### src/rtl/down_cnt_tff.sv
// Loadable, enable-gated down counter/timer built on a T-flip-flop borrow chain.
// Terminal count gives a one-cycle TC pulse, then the counter stops (MODE=0) or reloads (MODE=1).
module down_cnt_tff #(
  parameter int unsigned WIDTH = 4
) (
  input  logic             CK,
  input  logic             CLR,
  input  logic             E,
  input  logic             LD,
  input  logic [WIDTH-1:0] D,
  input  logic             MODE,
  output logic [WIDTH-1:0] q,
  output logic             TC,
  output logic             BUSY
);

  typedef enum logic {
    IDLE = 1'b0,
    RUN  = 1'b1
  } state_t;

  state_t           state, state_next;
  logic [WIDTH-1:0] count, count_next;
  logic [WIDTH-1:0] reload, reload_next;
  logic             tc, tc_next;
  logic             count_en;
  logic [WIDTH-1:0] toggle;
  logic [WIDTH-1:0] decremented;

  // Gating on a nonzero count keeps the borrow chain from wrapping 0 -> all-ones.
  assign count_en = (state == RUN) && E && (count != '0);

  genvar gi;
  generate
    for (gi = 0; gi < WIDTH; gi++) begin : g_borrow
      if (gi == 0) begin : g_lsb
        assign toggle[gi] = count_en;
      end else begin : g_upper
        assign toggle[gi] = count_en && (count[gi-1:0] == '0);
      end
    end
  endgenerate

  assign decremented = count ^ toggle;

  always_comb begin
    state_next  = state;
    count_next  = count;
    reload_next = reload;
    tc_next     = 1'b0;

    if (LD) begin
      count_next  = D;
      reload_next = D;
      state_next  = (D != '0) ? RUN : IDLE;
    end else if (count_en) begin
      if (count == WIDTH'(1)) begin
        tc_next = 1'b1;
        if (MODE) begin
          count_next = reload;
        end else begin
          count_next = decremented;
          state_next = IDLE;
        end
      end else begin
        count_next = decremented;
      end
    end
  end

  always_ff @(posedge CK) begin
    if (CLR) begin
      state  <= IDLE;
      count  <= '0;
      reload <= '0;
      tc     <= 1'b0;
    end else begin
      state  <= state_next;
      count  <= count_next;
      reload <= reload_next;
      tc     <= tc_next;
    end
  end

  assign q    = count;
  assign TC   = tc;
  assign BUSY = (state == RUN);

endmodule

### config.mk
export PLATFORM = sky130hd
export DESIGN_NAME = down_cnt_tff
export DESIGN_NICKNAME = d
export VERILOG_FILES = /design/src/rtl/down_cnt_tff.sv
export SDC_FILE = /design/constraint.sdc
export NUM_CORES = 1
export LEC_CHECK = 0
export CORE_MARGIN = 1.5
export CORE_UTILIZATION = 37
export CTS_BUF_LIST = sky130_fd_sc_hd__clkbuf_8
export CTS_CLUSTER_DIAMETER = 120
export CTS_CLUSTER_SIZE = 16
export DETAILED_ROUTE_END_ITERATION = 8
export MAX_ROUTING_LAYER = met4
export PLACE_DENSITY_LB_ADDON = 0.12
export SLEW_MARGIN = 20
export SYNTH_ARGS = -nofsm -noshare
export SYNTH_HDL_FRONTEND = slang
export SYNTH_SLANG_ARGS = --single-unit
### constraint.sdc
create_clock -name CK -period 4.5 [get_ports CK]
set_input_delay 0.45 -clock CK [delete_from_list [all_inputs] [get_ports CK]]
set_output_delay 0.45 -clock CK [all_outputs]
set_load 0.03 [all_outputs]
* After elaboration in Yosys (flattened, before gate mapping)
Cells that the tools add are included.
** Storage, ports and cells
- Bits in registers :: 10
- Input port bits :: 9
- Output and inout bits :: 6
- Word-level logic and storage cells :: 32
** Cells by class
- Eq/ne operators :: 2
- Mux-type cells :: 10
- Bitwise operators :: 3
- Reduce and logical (&&, ||, !) cells :: 13
** Operator list (number)
- $mux 4 :: 4
- $reduce_bool 4->1 :: 2
- $mux 1 :: 6
- $logic_and 1x1->1 :: 5
- $eq 4x1->1 const B :: 1
- $reduce_bool 2->1 :: 2
- $xor 4x4->4 :: 1
- $logic_not 3->1 :: 1
- $reduce_and 3->1 :: 1
- $reduce_or 3->1 :: 1
- $logic_not 2->1 :: 1
- $ne 2x2->1 const B :: 1
- $not 1->1 :: 2

* Longest topological paths before layout
Gate-level depths: netlist (run 1).
- Depth in word-level cells :: 8
- Mapped depth :: 8
- Depth with buffers taken out :: 7

* Worst setup path before layout (run 1)
No wires, ideal clock.
- Kind :: flip-flop to flip-flop
- Start point :: register count[2] (netlist: q[2])
- End point :: register count[0] (netlist: q[0])
- Data arrival time :: 1.716 ns
- Slack :: 2.668 ns
- Cell stages (with the launch flop) :: 7
- Period minus slack after synthesis :: 1.832 ns
- Cell sequence :: dfxtp_1 nor4_1 nor2_1 ha_1 o21ai_0 o211a_1 o211a_1
** Between the ends
- Longest elaborated chain between the ends :: 7
- Elaborated cells between the ends (all ways) :: 9
- Those cells by class :: 1 x eq/ne; 4 x mux; 1 x bitwise; 3 x reduce/logical
** Ends and longest elaborated chain
- from (decl) :: line 23 : logic [WIDTH-1:0] count, count_next;
- from (signal assigned) :: line 79 : count <= count_next;
- $reduce_bool 4->1 :: line 31 : assign count_en = (state == RUN) && E && (count != '0);
- $logic_and 1x1->1 :: line 31
- $xor 4x4->4 :: line 44 : assign decremented = count ^ toggle;
- $mux 4 :: line 59 : if (MODE) begin
- $mux 4 :: line 57 : if (count == WIDTH'(1)) begin
- $mux 4 :: line 56 : end else if (count_en) begin
- $mux 4 :: line 52 : if (LD) begin
Parallel ways exist; a longest one is shown, timed or not. The select of a mux whose other input is x is not followed.
A chain may end at the register's enable or synchronous reset.

* Worst setup path after layout (run 1)
- Start point :: register count[1] (netlist: q[1])
- End point :: output q[1]
** RTL lines
- to (decl) :: line 12 : output logic [WIDTH-1:0] q,
No word-level cell between the ends.

==> flow_summary.json, run 1 <==
{
  "finalWirelength_um": 1210,
  "internal_power_mw": 0.192,
  "cp_slowest_cell": "clkdlybuf4s50_1",
  "fp.dieW_um": 41.1,
  "synth_xor_area_frac": 0.0163,
  "area_delta_synth_final_pct": 37.5,
  "seq_power_share": 0.397,
  "synthCells": 61,
  "grtUsageTotal": 0.181,
  "clkPwrFrac": 0.433,
  "crit_buf_inv": 1,
  "via_per_inst": 5.54,
  "start_kind": "register",
  "io_buffer_count": 14,
  "stdcell_count": 91,
  "synth_top_family_by_area": "simple AND/OR/NAND/NOR gates",
  "fin_ws_ns": 2.54,
  "maxSlewHeadroom": 0.598,
  "synth_cell_type_count": 28,
  "critPathKind": "register to output pin",
  "crit_path_end_kind": "output pin",
  "ys_warn_count": 0,
  "cp.required_ns": 4.05,
  "yosys.area_share.simple": 0.277,
  "stdcell_area_um2": 738,
  "grt_max_degree": 16,
  "fin_worst_skew_ns": 0.00545,
  "worst-path-max-fanout": 9,
  "layout-drive-gt1-share": 0.0789,
  "vias": 504,
  "path_delay_family": "buffers and inverters",
  "n_antenna_cell": 0,
  "insertion_delay_ns": 0.23,
  "final_util": 0.553,
  "dr.pass1.iters": 4,
  "dpl_cell_area_um2": 683,
  "routedWlPerCell_um": 13.3,
  "antenna_found_initial": 0,
  "start_util": 0.402,
  "status": "finished, final reports clean",
  "synth-compound-area-share": 0.228,
  "syn-cell-area_um2": 537,
  "numCtsBuffers": 3,
  "rows": 13,
  "clock_path_buffers": 2,
  "clkSlewWorstSetupHoldPaths_ns": 0.05,
  "peakVddDrop_mv": 0.227,
  "ys_seq_area_frac": 0.373,
  "synthAdderAreaFrac": 0.0233,
  "die_area_um2": 1690,
  "cts_sinks": 10,
  "overflow": 0,
  "path_cells": "clkdlybuf4s50_1",
  "post_cts_buffers": 0,
  "pre_cts_slack_ns": 2.38,
  "max_clock_freq_ghz": 0.509,
  "cts_resized": 0,
  "hold_path_class": "register to register",
  "syn_nets": 71,
  "die_y_um": 41.1,
  "ant_nets": 0,
  "grt_pass1_wl_um": 1890,
  "fin_total_pwr_mw": 0.254,
  "muxShareOfSynthArea": 0.0373,
  "power_frac_comb": 0.170,
  "rsz0062_at_grt": "false",
  "post-route-period-util": 0.436,
  "gp_congestion": 0.768,
  "cp_data_arrival_time_ns": 1.51,
  "coreArea_um2": 1330,
  "maxCapViolations": 0,
  "critPathMaxStageDelay_ns": 0.74,
  "finalSetupTns_ns": 0,
  "switching_share": 0.245,
  "htree_levels": 1,
  "finalSetupViolations": 0,
  "cts_tree": "done",
  "powerDensity_nw_per_um2": 344,
  "slew_violations": 0,
  "ys_ff_latch": 10,
  "fin_hold_ws_ns": 0.470,
  "grt_pass1_vias": 425,
  "io_pins": 15,
  "tightest_slew_ns": 0.598,
  "nNetsFinal": 87,
  "place_hpwl_um": 885,
  "drt_iter0_drc": 11,
  "p_switching_mw": 0.0622,
  "dpl.cell_count": 87,
  "syn_avg_cell_area_um2": 8.80,
  "cts_root_buf": "clkbuf_8",
  "ctsHoldBuffers": 0,
  "min_period_ns": 1.96,
  "post-route-drc-count": 0,
  "finalHoldViolCount": 0,
  "p_leak_nw": 0.282
}
## worst paths after layout
path / from / to / slack (ns) / cells after the start
max: q[1] / q[1] / 2.54 / 1
min: reload[3] / reload[3] / 0.47 / 2
max reg2reg: q[2] / q[0] / 2.57 / 6
min reg2reg: reload[3] / reload[3] / 0.47 / 2
## worst min-delay path, delay by kind of cell, from the launching register on
kind             cells  cell delay [ns]
AND/OR/NAND/NOR      1             0.07
flip-flops           1             0.29
AO/OA/AOI/OAI        1             0.06
## cell families after synthesis
kind of cell / after synthesis
AND/OR/NAND/NOR: 23
XOR/XNOR: 1
adder cells (fa/ha/maj): 1
buffers and inverters: 6
flip-flops: 10
AO/OA/AOI/OAI: 18
multiplexers: 2
## registers in the layout, indices dropped and copies added (netlist names)
register / count
q: 4
BUSY: 1
reload: 4
TC: 1
## layer usage
metal,global-route usage,part of all wire,vias to the layer above
li1,-,-,260
met1,0.235,0.51,230
met2,0.254,0.44,14
met3,0.0652,0.052,0
met4,0.0726,0,0
met5,-,0,-
## power groups by stage
| stage | logic, mW | registers (mW) | clock network, mW |
|---|---|---|---|
| 2_1_floorplan | 0.0213 | 0.106 | 0 |
| 3_3_place_gp | 0.0433 | 0.102 | 0 |
| 3_5_place_dp | 0.0433 | 0.102 | 0 |
| 4_1_cts | 0.0433 | 0.101 | 0.114 |
| 5_1_grt | 0.0471 | 0.102 | 0.118 |
| 6_report | 0.0432 | 0.101 | 0.110 |
## area by class of cell
class | instances | area, um2
fillers | 124 | 596
inverters | 3 | 11.3
flip-flops and latches | 10 | 200
repair buffers | 14 | 140
clock buffers | 4 | 55.1
multi-input cells | 45 | 313
well taps | 15 | 18.8
## cell usage in the layout, fill, tap and decap left out, types with 2 or more instances in the layout
cell,count
clkdlybuf4s50_1,14
dfxtp_1,10
nand2_1,4
nor4_1,4
a21oi_1,4
clkbuf_8,4
nor2_1,3
inv_1,3
o21ai_0,3
nand2b_1,3
o211a_1,3
or4b_1,2
nor3_1,2
a31oi_1,2
mux2i_1,2
## synth_stat cells
cell type | instances | area share
or4_1 | 1 | 0.014
o211ai_1 | 1 | 0.014
dfxtp_1 | 10 | 0.37
xnor2_1 | 1 | 0.016
nor2_1 | 3 | 0.021
nand2b_1 | 3 | 0.035
nor2b_1 | 1 | 0.012
nor4b_4 | 1 | 0.044
ha_1 | 1 | 0.023
nor3_1 | 2 | 0.019
o22ai_1 | 1 | 0.012
buf_2 | 1 | 0.0093
mux2i_1 | 2 | 0.037
nand3_1 | 1 | 0.0093
a21oi_1 | 4 | 0.037
a31oi_1 | 2 | 0.023
o31ai_1 | 1 | 0.014
o41ai_1 | 1 | 0.016
clkbuf_1 | 2 | 0.014
nand2_2 | 1 | 0.012
nand2_1 | 4 | 0.028
inv_1 | 3 | 0.021
o211a_1 | 3 | 0.056
o21ai_0 | 3 | 0.028
a22oi_1 | 1 | 0.014
a21o_1 | 1 | 0.014
or4b_1 | 2 | 0.037
nor4_1 | 4 | 0.047
Note: power is estimated with default switching activity, not from simulation.
==> inputs of run 2 (changes only) <==
clock period = 1.58 ns   (was 4.5 ns; I/O delays follow)
==> flow_summary.json, run 2 (same netlist as run 1, synthesis figures left out) <==
{
  "rows": 13,
  "max_clock_freq_ghz": 0.652,
  "ff2ff_path_depth": 6,
  "io_buffer_count": 14,
  "layout_commonest_cell": "buf_4",
  "dr.pass1.iters": 4,
  "hold_depth": 2,
  "fin_total_pwr_mw": 0.794,
  "io_pins": 15,
  "gp_congestion": 0.772,
  "overflow": 0,
  "htree_levels": 1,
  "layout-drive-gt1-share": 0.341,
  "start_kind": "register",
  "tightest_slew_ns": 0.308,
  "die_y_um": 41.1,
  "pre_cts_slack_ns": -0.0957,
  "worst-path-max-fanout": 6,
  "timing.rr.end": "q[0]",
  "fillers": 113,
  "cts_root_buf": "clkbuf_8",
  "powerDensity_nw_per_um2": 879,
  "post-route-drc-count": 0,
  "r2r_setup_slack_ns": 0.05,
  "clock_path_buffers": 2,
  "stdcell_area_um2": 903,
  "finalHoldViolCount": 0,
  "fin_ws_ns": 0.0452,
  "p_leak_nw": 0.375,
  "nNetsFinal": 102,
  "fp.dieW_um": 41.1,
  "cts_sinks": 10,
  "critPathKind": "register to register",
  "routedWlPerCell_um": 14.5,
  "post-route-period-util": 0.971,
  "layout_common_cells": "15 x buf_4, 12 x clkdlybuf4s50_1, 6 x dfxtp_1",
  "min_period_ns": 1.53,
  "grt_max_degree": 14,
  "fin_worst_skew_ns": 0.000328,
  "cts_tree": "done",
  "seq_area_um2": 210,
  "slew_violations": 0,
  "maxSlewHeadroom": 0.794,
  "dpl_cell_area_um2": 801,
  "multiInputGateArea_um2": 358,
  "ant_nets": 0,
  "vias": 575,
  "place_hpwl_um": 1040,
  "grt_pass1_wl_um": 2330,
  "r2r_start": "q[1]",
  "peakVddDrop_mv": 0.763,
  "cp_data_arrival_time_ns": 1.67,
  "hp-start": "reload[3]",
  "maxCapViolations": 0,
  "rsz0062_at_grt": "true",
  "area_delta_synth_final_pct": 68.3,
  "coreArea_um2": 1330,
  "insertion_delay_ns": 0.24,
  "numCtsBuffers": 3,
  "antenna_found_initial": 0,
  "grt_pass1_vias": 537,
  "clkSlewWorstSetupHoldPaths_ns": 0.05,
  "finalSetupViolations": 0,
  "die_area_um2": 1690,
  "finalWirelength_um": 1530,
  "drt_iter0_drc": 7,
  "crit_path_end_kind": "register",
  "status": "finished, final reports clean",
  "via_per_inst": 5.42,
  "start_util": 0.402,
  "cp.required_ns": 1.71,
  "hold_path_end": "reload[3]",
  "hold_path_class": "register to register",
  "n_antenna_cell": 0,
  "final_util": 0.677,
  "grtUsageTotal": 0.227
}
-- run 2: cell types whose count changed in the layout (fill, tap and decap cells not counted), sizes merged --
cell / delta
clkdlybuf4s50: -2
dlygate4sd2: +2
buf: +15
-- run 2: layer usage --
layer | wire, um | GRT usage
met4 | 0 | 0.0484
met1 | 710 | 0.261
met3 | 74 | 0.0978
met2 | 747 | 0.367
met5 | 0 | -
-- run 2: layout make-up --
type / count / area share
tap: 15 / 0.0208
multi-input combinational: 45 / 0.396
clock buffer: 4 / 0.0609
sequential: 10 / 0.233
inverter: 3 / 0.0125
timing repair buffer: 29 / 0.277
-- run 2: how the worst max path moves through the flow --
stage	slack [ns]	cells after the start	startpoint	endpoint
5_1_grt	-0.03	7	q[1]	q[1]
6_report	0.05	6	q[1]	q[0]
2_1_floorplan	-0.03	6	q[3]	q[0]
3_3_place_gp	-0.1	5	E	q[2]
3_5_place_dp	-0.1	5	E	q[2]
4_1_cts	0.007	6	q[1]	q[0]
-- run 2: power by group --
| group | leakage (nW) | internal, mW | switching [mW] |
|---|---|---|---|
| clock | 0.0288 | 0.220 | 0.111 |
| combinational | 0.262 | 0.0954 | 0.0795 |
| sequential | 0.0843 | 0.267 | 0.0217 |
-- run 2: stage by stage --
stage	hold WS [ns]	setup TNS, ns	cells
final	0.478	0	106
after global placement	0.470	-0.306	100
after floorplan	0.305	-0.0303	61
after CTS	0.482	0	105
after global routing	0.505	-0.0511	106
after detailed placement	0.473	-0.310	100
-- run 2: what timing repair did --
action	CTS	global route
pin swaps	2	7
buffers inserted	1	1
hold buffers	0	0
endpoints found under the setup margin	3	5
resized for setup	5	7
endpoints found under the hold margin	0	0
-- run 2: worst max-delay path, stage by stage, from the launching register on --
cell and delay [ns]:
dfxtp_4 0.38, nor4_4 0.33, nor2_2 0.10, ha_4 0.27
o21ai_2 0.05, o211a_1 0.11, o211a_1 0.19
==> inputs of run 3 (changes only) <==
CORE_AREA = 2 2 39 41   (was unset)
CORE_MARGIN = unset   (was 1.5)
CORE_UTILIZATION = unset   (was 37)
DIE_AREA = 0 0 41 43   (was unset)
clock period = 1.85 ns   (was 1.58 ns; I/O delays follow)
==> flow_summary.json, run 3 (same netlist as run 1, synthesis figures left out) <==
{
  "fin_worst_skew_ns": 0.00144,
  "cts_root_buf": "clkbuf_8",
  "finalSetupTns_ns": 0,
  "timing.rr.end": "q[0]",
  "cp_data_arrival_time_ns": 1.84,
  "layout_commonest_cell": "clkdlybuf4s50_1",
  "critPathKind": "register to register",
  "antenna_found_initial": 0,
  "fillers": 139,
  "ctsHoldBuffers": 0,
  "overflow": 0,
  "routedWlPerCell_um": 13.2,
  "finalSetupViolations": 0,
  "critPathMaxStageDelay_ns": 0.38,
  "clock_path_buffers": 2,
  "r2r_setup_slack_ns": 0.14,
  "clkSlewWorstSetupHoldPaths_ns": 0.04,
  "start_kind": "register",
  "nNetsFinal": 93,
  "io_buffer_count": 14,
  "grt_use_met3": 0.0471,
  "fp.dieW_um": 41,
  "crit_path_end_kind": "register",
  "max_clock_freq_ghz": 0.585,
  "worst-path-max-fanout": 9,
  "rows": 14,
  "insertion_delay_ns": 0.23,
  "start_util": 0.388,
  "htree_levels": 1,
  "post_cts_buffers": 0,
  "internal_power_mw": 0.433,
  "area_delta_synth_final_pct": 43.6,
  "p_switching_mw": 0.155,
  "fin_hold_ws_ns": 0.476,
  "layout-drive-gt1-share": 0.136,
  "grt_pass1_wl_um": 2010,
  "r2r_start": "q[0]",
  "numCtsBuffers": 3,
  "hold_depth": 2,
  "rsz0062_at_grt": "false",
  "n_antenna_cell": 0,
  "path_cells": "nor4_1 -> nor2_1 -> ha_1 -> o21ai_0 -> o211a_1 -> o211a_1",
  "via_per_inst": 5.49,
  "min_period_ns": 1.71,
  "cts_tree": "done",
  "cts_resized": 0,
  "finalHoldViolCount": 0,
  "finalWirelength_um": 1280,
  "post-route-period-util": 0.925,
  "ff2ff_path_depth": 6,
  "maxCapViolations": 0,
  "peakVddDrop_mv": 0.455,
  "hold_path_end": "reload[3]",
  "seq_power_share": 0.411,
  "post-route-drc-count": 0,
  "cp_slowest_cell": "dfxtp_1",
  "clkPwrFrac": 0.380,
  "gp_congestion": 0.833,
  "cp.required_ns": 1.98,
  "drt_iter0_drc": 22,
  "grtUsageTotal": 0.173,
  "cts_sinks": 10,
  "io_pins": 15,
  "status": "finished, final reports clean",
  "coreArea_um2": 1380,
  "top_usage_layer": "met1",
  "vias": 533,
  "tightest_slew_ns": 0.346,
  "grt_max_degree": 15,
  "switching_share": 0.264,
  "maxSlewHeadroom": 0.767,
  "die_y_um": 43,
  "grt_pass1_vias": 456,
  "ant_nets": 0,
  "power_frac_comb": 0.209,
  "dr.pass1.iters": 4,
  "critPathMostFrequentCell": "o211a_1",
  "grtUsageMet2": 0.231,
  "grt_util_met1": 0.235,
  "slew_violations": 0,
  "p_leak_nw": 0.304,
  "hold_path_class": "register to register",
  "die_area_um2": 1760,
  "powerDensity_nw_per_um2": 763,
  "layout_common_cells": "14 x clkdlybuf4s50_1, 10 x dfxtp_1, 6 x buf_4",
  "hp-start": "reload[3]",
  "place_hpwl_um": 982
}
## run 3: cell types whose count changed in the layout (fill, tap and decap cells not counted), sizes merged
cell and change:
clkdlybuf4s50 +2, clkbuf -1, dlygate4sd2 -2, buf -9
## run 3: through the flow
step | power (mW) | util | cell area (um2) | cells | setup WS, ns
2_1_floorplan | 0.309 | - | 537 | 61 | 0.0178
3_3_place_gp | 0.369 | 0.527 | 729 | 94 | 0.130
3_5_place_dp | 0.368 | 0.527 | 729 | 94 | 0.109
4_1_cts | 0.596 | 0.557 | 771 | 97 | 0.152
5_1_grt | 0.616 | 0.557 | 771 | 97 | 0.0704
6_report | 0.588 | 0.557 | 771 | 97 | 0.139
## run 3: critical path: cells and delay by family, from the launching register on
family	cells	cell delay, ns
simple gates	2	0.50
compound gates	3	0.43
fa+ha+maj	1	0.28
flops	1	0.38
## run 3: area by class of cell
cell class              instances  area (um2)  share of cell area
well taps                      16        20.0              0.0260
flip-flops and latches         10         200               0.260
repair buffers                 20         185               0.240
inverters                       3        11.3              0.0146
multi-input cells              45         313               0.406
clock buffers                   3        41.3              0.0536
## run 3: power by group through the flow
| stage | sequential (mW) | combinational (mW) | clock, mW |
|---|---|---|---|
| after floorplan | 0.257 | 0.0518 | 0 |
| after CTS | 0.242 | 0.123 | 0.231 |
| after global placement | 0.246 | 0.123 | 0 |
| after detailed placement | 0.246 | 0.122 | 0 |
| final | 0.242 | 0.123 | 0.224 |
| after global routing | 0.243 | 0.133 | 0.240 |
## run 3: how the worst max path moves through the flow
stage                     from  endpoint  depth (start not counted)
after floorplan           q[2]      q[0]                          6
after global placement       E      q[0]                          7
after global routing      q[0]      q[0]                          6
after CTS                 q[1]      q[1]                          2
final                     q[0]      q[0]                          6
after detailed placement     E      q[2]                          5
## run 3: per-layer routing
layer | part of all wire | routed length (um)
met1 | 0.47 | 605
met2 | 0.45 | 575
met5 | 0 | 0
met4 | 0.016 | 21
met3 | 0.060 | 77
==> patch 1 (settings of run 2) <==
Register the output `TC` once more, without a reset; this adds one clock of latency there. The other outputs are not delayed to match. Comments in the files are not updated.
--- a/src/rtl/down_cnt_tff.sv
+++ b/src/rtl/down_cnt_tff.sv
@@ -83,7 +83,9 @@
   end
 
   assign q    = count;
-  assign TC   = tc;
+  always_ff @(posedge CK) begin
+    TC <= tc;
+  end
   assign BUSY = (state == RUN);
 
 endmodule
Behaviour: not the same (Yosys sat finds a counterexample within 4 cycles, from zero or initial values).
==> patch 1 against run 2 <==
Global-route usage fell by 0.37 points. Non-clock buffer count grew 1. Wire length increased by 0.20%. Core utilization rose by 0.20 points. Sequential cell count rose by 1. Area after synthesis grew 3.7%. Setup slack got worse by 0.024 ns. First-iteration DRC count increased by 71%. Design area grew 1.5%. Highest routed layer is now met4. Total power down 2.5%. Critical path type unchanged. Hold slack worse by 0.14 ns.
==> patch 1: results (changes against run 2) <==
stage,metric,value,unit,change
route,vias,593,,was 575
sta,max_slew.worst_pin.slew,0.307,ns,was 0.308 ns
synth,syn-num-nets,72,,was 71
setup_path,critPathMaxStageDelay,0.47,ns,was 0.38 ns
clocking,cts_root_buffer,clkbuf_8,,unchanged
route,ant_nets,0,,unchanged
global_routing,grt_util_met1,0.268,,was 0.261
setup_path,cp_slowest_cell,or4_1,,was dfxtp_4
global_routing,grt_pass1_vias,626,,was 537
status,status,completed,,unchanged
min_path,hp-start,tc,,was reload[3]
route,drt_iter0_markers,12,,was 7
global_routing,grt_max_degree,15,,was 14
setup_path,critPathArrivalTime,1.73,ns,was 1.67 ns
placement,place_congestion,0.808,,was 0.772
finish,drive_gt1_frac,0.323,,was 0.341
power_and_ir_drop,leakage,0.391,nW,was 0.375 nW
route,post_drt_wl_per_cell,14.2,um,was 14.5 um
placement,dp_hpwl,1.13,mm,was 1.04 mm
synth,yosys-top-cells-count,"dfxtp_1, a21oi_1, nand2_1, nor4_1",,unchanged
global_routing,grt_util_met2,0.347,,was 0.367
global_routing,grt_pass1_wl,2.82,mm,was 2.33 mm
placement,numPlacedInstances,101,,was 100
synth,synth.avg_cell_area,8.98,um^2,was 8.80 um^2
clocking,cts_hold_buf,0,,unchanged
global_routing,grt_util_all_layers,0.224,,was 0.227
sta,fin_worst_skew,0.00517,ns,was 0.000328 ns
setup_path,critPathMaxFanout,4,,was 6
global_routing,grt_antenna_before_repair,0,,unchanged
finish,fillCellCount,119,,was 113
route,postRouteWirelength,1.54,mm,was 1.53 mm
synth,ys_seq_area_frac,0.396,,was 0.373
synth,synth_area_leaders,"dfxtp_1, o211a_1, nor4_1",,unchanged
global_routing,use_met3,0.0783,,was 0.0978
power_and_ir_drop,ir_drop,0.630,mV,was 0.763 mV
finish,antennaDiodeCount,0,,unchanged
[patch 1: final cells by class]
type / instances / area (um^2) / share of cell area
well taps: 15 / 18.8 / 0.0205
clock inverters: 1 / 5.00 / 0.00546
clock buffers: 3 / 41.3 / 0.0450
repair buffers: 30 / 273 / 0.297
flip-flops and latches: 11 / 228 / 0.248
inverters: 3 / 11.3 / 0.0123
multi-input cells: 45 / 340 / 0.371
[patch 1: metal layers]
| metal | wire, um | vias up |
|---|---|---|
| met5 | 0 | - |
| met4 | 37 | 0 |
| met3 | 100 | 6 |
| met2 | 740 | 21 |
| met1 | 658 | 272 |
| li1 | - | 294 |
[patch 1: through the flow]
| stage | instance area, um^2 | setup slack (ns) |
|---|---|---|
| after floorplan | 579 | -0.0303 |
| after global placement | 833 | -0.0583 |
| after detailed placement | 833 | -0.0952 |
| after CTS | 888 | 0.000988 |
| after global routing | 917 | -0.0424 |
| final | 917 | 0.0209 |
[patch 1: cells by family (layout without fill, tap and decap cells)]
family	count (synthesis)	in the layout	synth area share
AND/OR/NAND/NOR	23	23	0.267
AO/OA/AOI/OAI	18	18	0.220
flip-flops	11	11	0.396
buffers and inverters	6	37	0.0427
multiplexers	2	2	0.0360
adder cells (fa/ha/maj)	1	1	0.0225
XOR/XNOR	1	1	0.0157
[patch 1: worst paths after layout]
| kind | endpoint | slack (ns) | cells after the start |
|---|---|---|---|
| worst max-delay path | q[3] | 0.02 | 5 |
| worst min register to register | TC | 0.34 | 0 |
| worst max register to register | q[3] | 0.02 | 5 |
| worst min-delay path | TC | 0.34 | 0 |
[patch 1: report_power, final]
part | total (W) | internal (W) | switching, W
Combinational | 0.000177 | 0.0000966 | 0.0000800
Clock | 0.000286 | 0.000174 | 0.000112
Sequential | 0.000312 | 0.000293 | 0.0000193
[patch 1: timing repair]
item / CTS / global route
gates resized for setup: 5 / 4
setup endpoints to repair: 4 / 4
pin swaps: 2 / 6
setup buffers: 1 / 2
==> patch 2 (config.mk and constraints of run 2) <==
Made on the original files. Set the parameter `WIDTH` to 3 (it was 4).
--- a/src/rtl/down_cnt_tff.sv
+++ b/src/rtl/down_cnt_tff.sv
@@ -1,7 +1,7 @@
 // Loadable, enable-gated down counter/timer built on a T-flip-flop borrow chain.
 // Terminal count gives a one-cycle TC pulse, then the counter stops (MODE=0) or reloads (MODE=1).
 module down_cnt_tff #(
-  parameter int unsigned WIDTH = 4
+  parameter int unsigned WIDTH = 3
 ) (
   input  logic             CK,
   input  logic             CLR,
Ports: changed (resized D and q); port bits go from 15 to 13. The function was not compared with the original's and may differ.
==> patch 2 against run 2 <==
Register-to-register slack improved by 0.07 ns. Sequential cell count fell by 2. Setup slack improved by 0.031 ns. Total power fell by 26%. Design area fell by 27%. Wire length fell by 24%. Hold slack improved by 0.013 ns. Area after synthesis fell by 15%. Highest routed layer is now met4.
==> patch 2: results (changes against run 2) <==
stage,metric,value,unit,change
finish,fillCellCount,106,,was 113
placement,dp_hpwl,838,um,was 1.04 mm
placement,portBuffers,12,,was 14
synth,synth.avg_cell_area,10.1,um^2,was 8.80 um^2
synth,ys_seq_area_frac,0.353,,was 0.373
setup_path,worstSetupStartpoint,BUSY,,was q[1]
synth,synth_cell_type_count,24,,was 28
finish,clkCellAreaFrac,0.0629,,was 0.0609
power_and_ir_drop,ir_drop,0.418,mV,was 0.763 mV
power_and_ir_drop,leakage,0.271,nW,was 0.375 nW
route,postRouteWirelength,1.16,mm,was 1.53 mm
clocking,cts_setup_buffers,0,,was 1
power_and_ir_drop,power_switching,0.000152,W,was 0.000212 W
finish,n_all_buffers,15,,was 29
placement,pre_cts_slack,0.0915,ns,was -0.0957 ns
synth,yosys-top-cells-count,"dfxtp_1, nor2_1, mux2i_1",,"was dfxtp_1, a21oi_1, nand2_1, nor4_1"
sta,fin_worst_skew,0.00185,ns,was 0.000328 ns
placement,numPlacedInstances,72,,was 100
route,viasPerCell,5.88,,was 5.42
placement,place_congestion,0.828,,was 0.772
finish,bufAreaShareNonClock,0.236,,was 0.277
finish,final_util,0.583,,was 0.677
global_routing,grt_max_degree,16,,was 14
setup_path,critPathMaxFanout,5,,was 6
route,drt_iter0_markers,9,,was 7
status,status,completed,,unchanged
finish,multi_input_gates,33,,was 45
global_routing,grt_util_all_layers,0.197,,was 0.227
synth,synth_area_leaders,"dfxtp_1, mux2i_1, nor4b_4",,"was dfxtp_1, o211a_1, nor4_1"
power_and_ir_drop,comb_power_share,0.180,,was 0.220
finish,multiInputGateArea,275,um^2,was 358 um^2
global_routing,grt_pass1_wl,1.86,mm,was 2.33 mm
route,vias,441,,was 575
finish,seq_area,160,um^2,was 210 um^2
setup_path,cp_slowest_cell,clkdlybuf4s50_1,,was dfxtp_4
synth,ys_seq_elements,8,,was 10
setup_path,crit_family,buffers and inverters,,was simple AND/OR/NAND/NOR gates
placement,post_dp_cell_area,616,um^2,was 801 um^2
sta,max_slew.worst_pin.slew,0.392,ns,was 0.308 ns
finish,drive_gt1_frac,0.180,,was 0.341
synth,syn-num-nets,54,,was 71
min_path,hp-start,reload[1],,was reload[3]
finish,nNonClkInverters,2,,was 3
setup_path,critPathArrivalTime,1.35,ns,was 1.67 ns
setup_path,worstReg2RegStart,q[0],,was q[1]
global_routing,grt_pass1_vias,431,,was 537
die,tap_cells,14,,was 15
power_and_ir_drop,p_clk_frac,0.434,,was 0.416
power_and_ir_drop,power,0.000584,W,was 0.000794 W
setup_path,critPathMaxStageDelay,0.71,ns,was 0.38 ns
finish,clkbuf_count,3,,was 4
patch 2: routing by layer:
metal	track usage	vias to the layer above	part of all wire
met5	-	-	0
met4	0.134	0	0.014
met3	0.0407	2	0.085
met2	0.305	23	0.47
met1	0.227	204	0.43
li1	-	212	-
patch 2: kinds of logic after synthesis:
kind of cell               share of synthesized area
and+or+nand+nor                                0.262
AOI/OAI and AO/OA                              0.229
DFF                                            0.353
buffers and inverters                         0.0413
muxes                                         0.0882
adders and majority gates                     0.0275
patch 2: repair_timing:
item,4_1_cts,5_1_grt
gates cloned,0,0
endpoints found under the setup margin,2,1
resized for setup,2,1
patch 2: worst paths after layout:
| path | end | slack, ns | cells past startpoint |
|---|---|---|---|
| setup / recovery | BUSY | 0.08 | 1 |
| setup reg to reg | q[1] | 0.12 | 4 |
| hold / removal | reload[1] | 0.49 | 2 |
| hold reg to reg | reload[1] | 0.49 | 2 |
patch 2: tightest hold or removal path, cell delays in order (launching register included):
cell	delay [ns]
dfxtp_1	0.32
mux2i_1	0.06
nor2_1	0.07
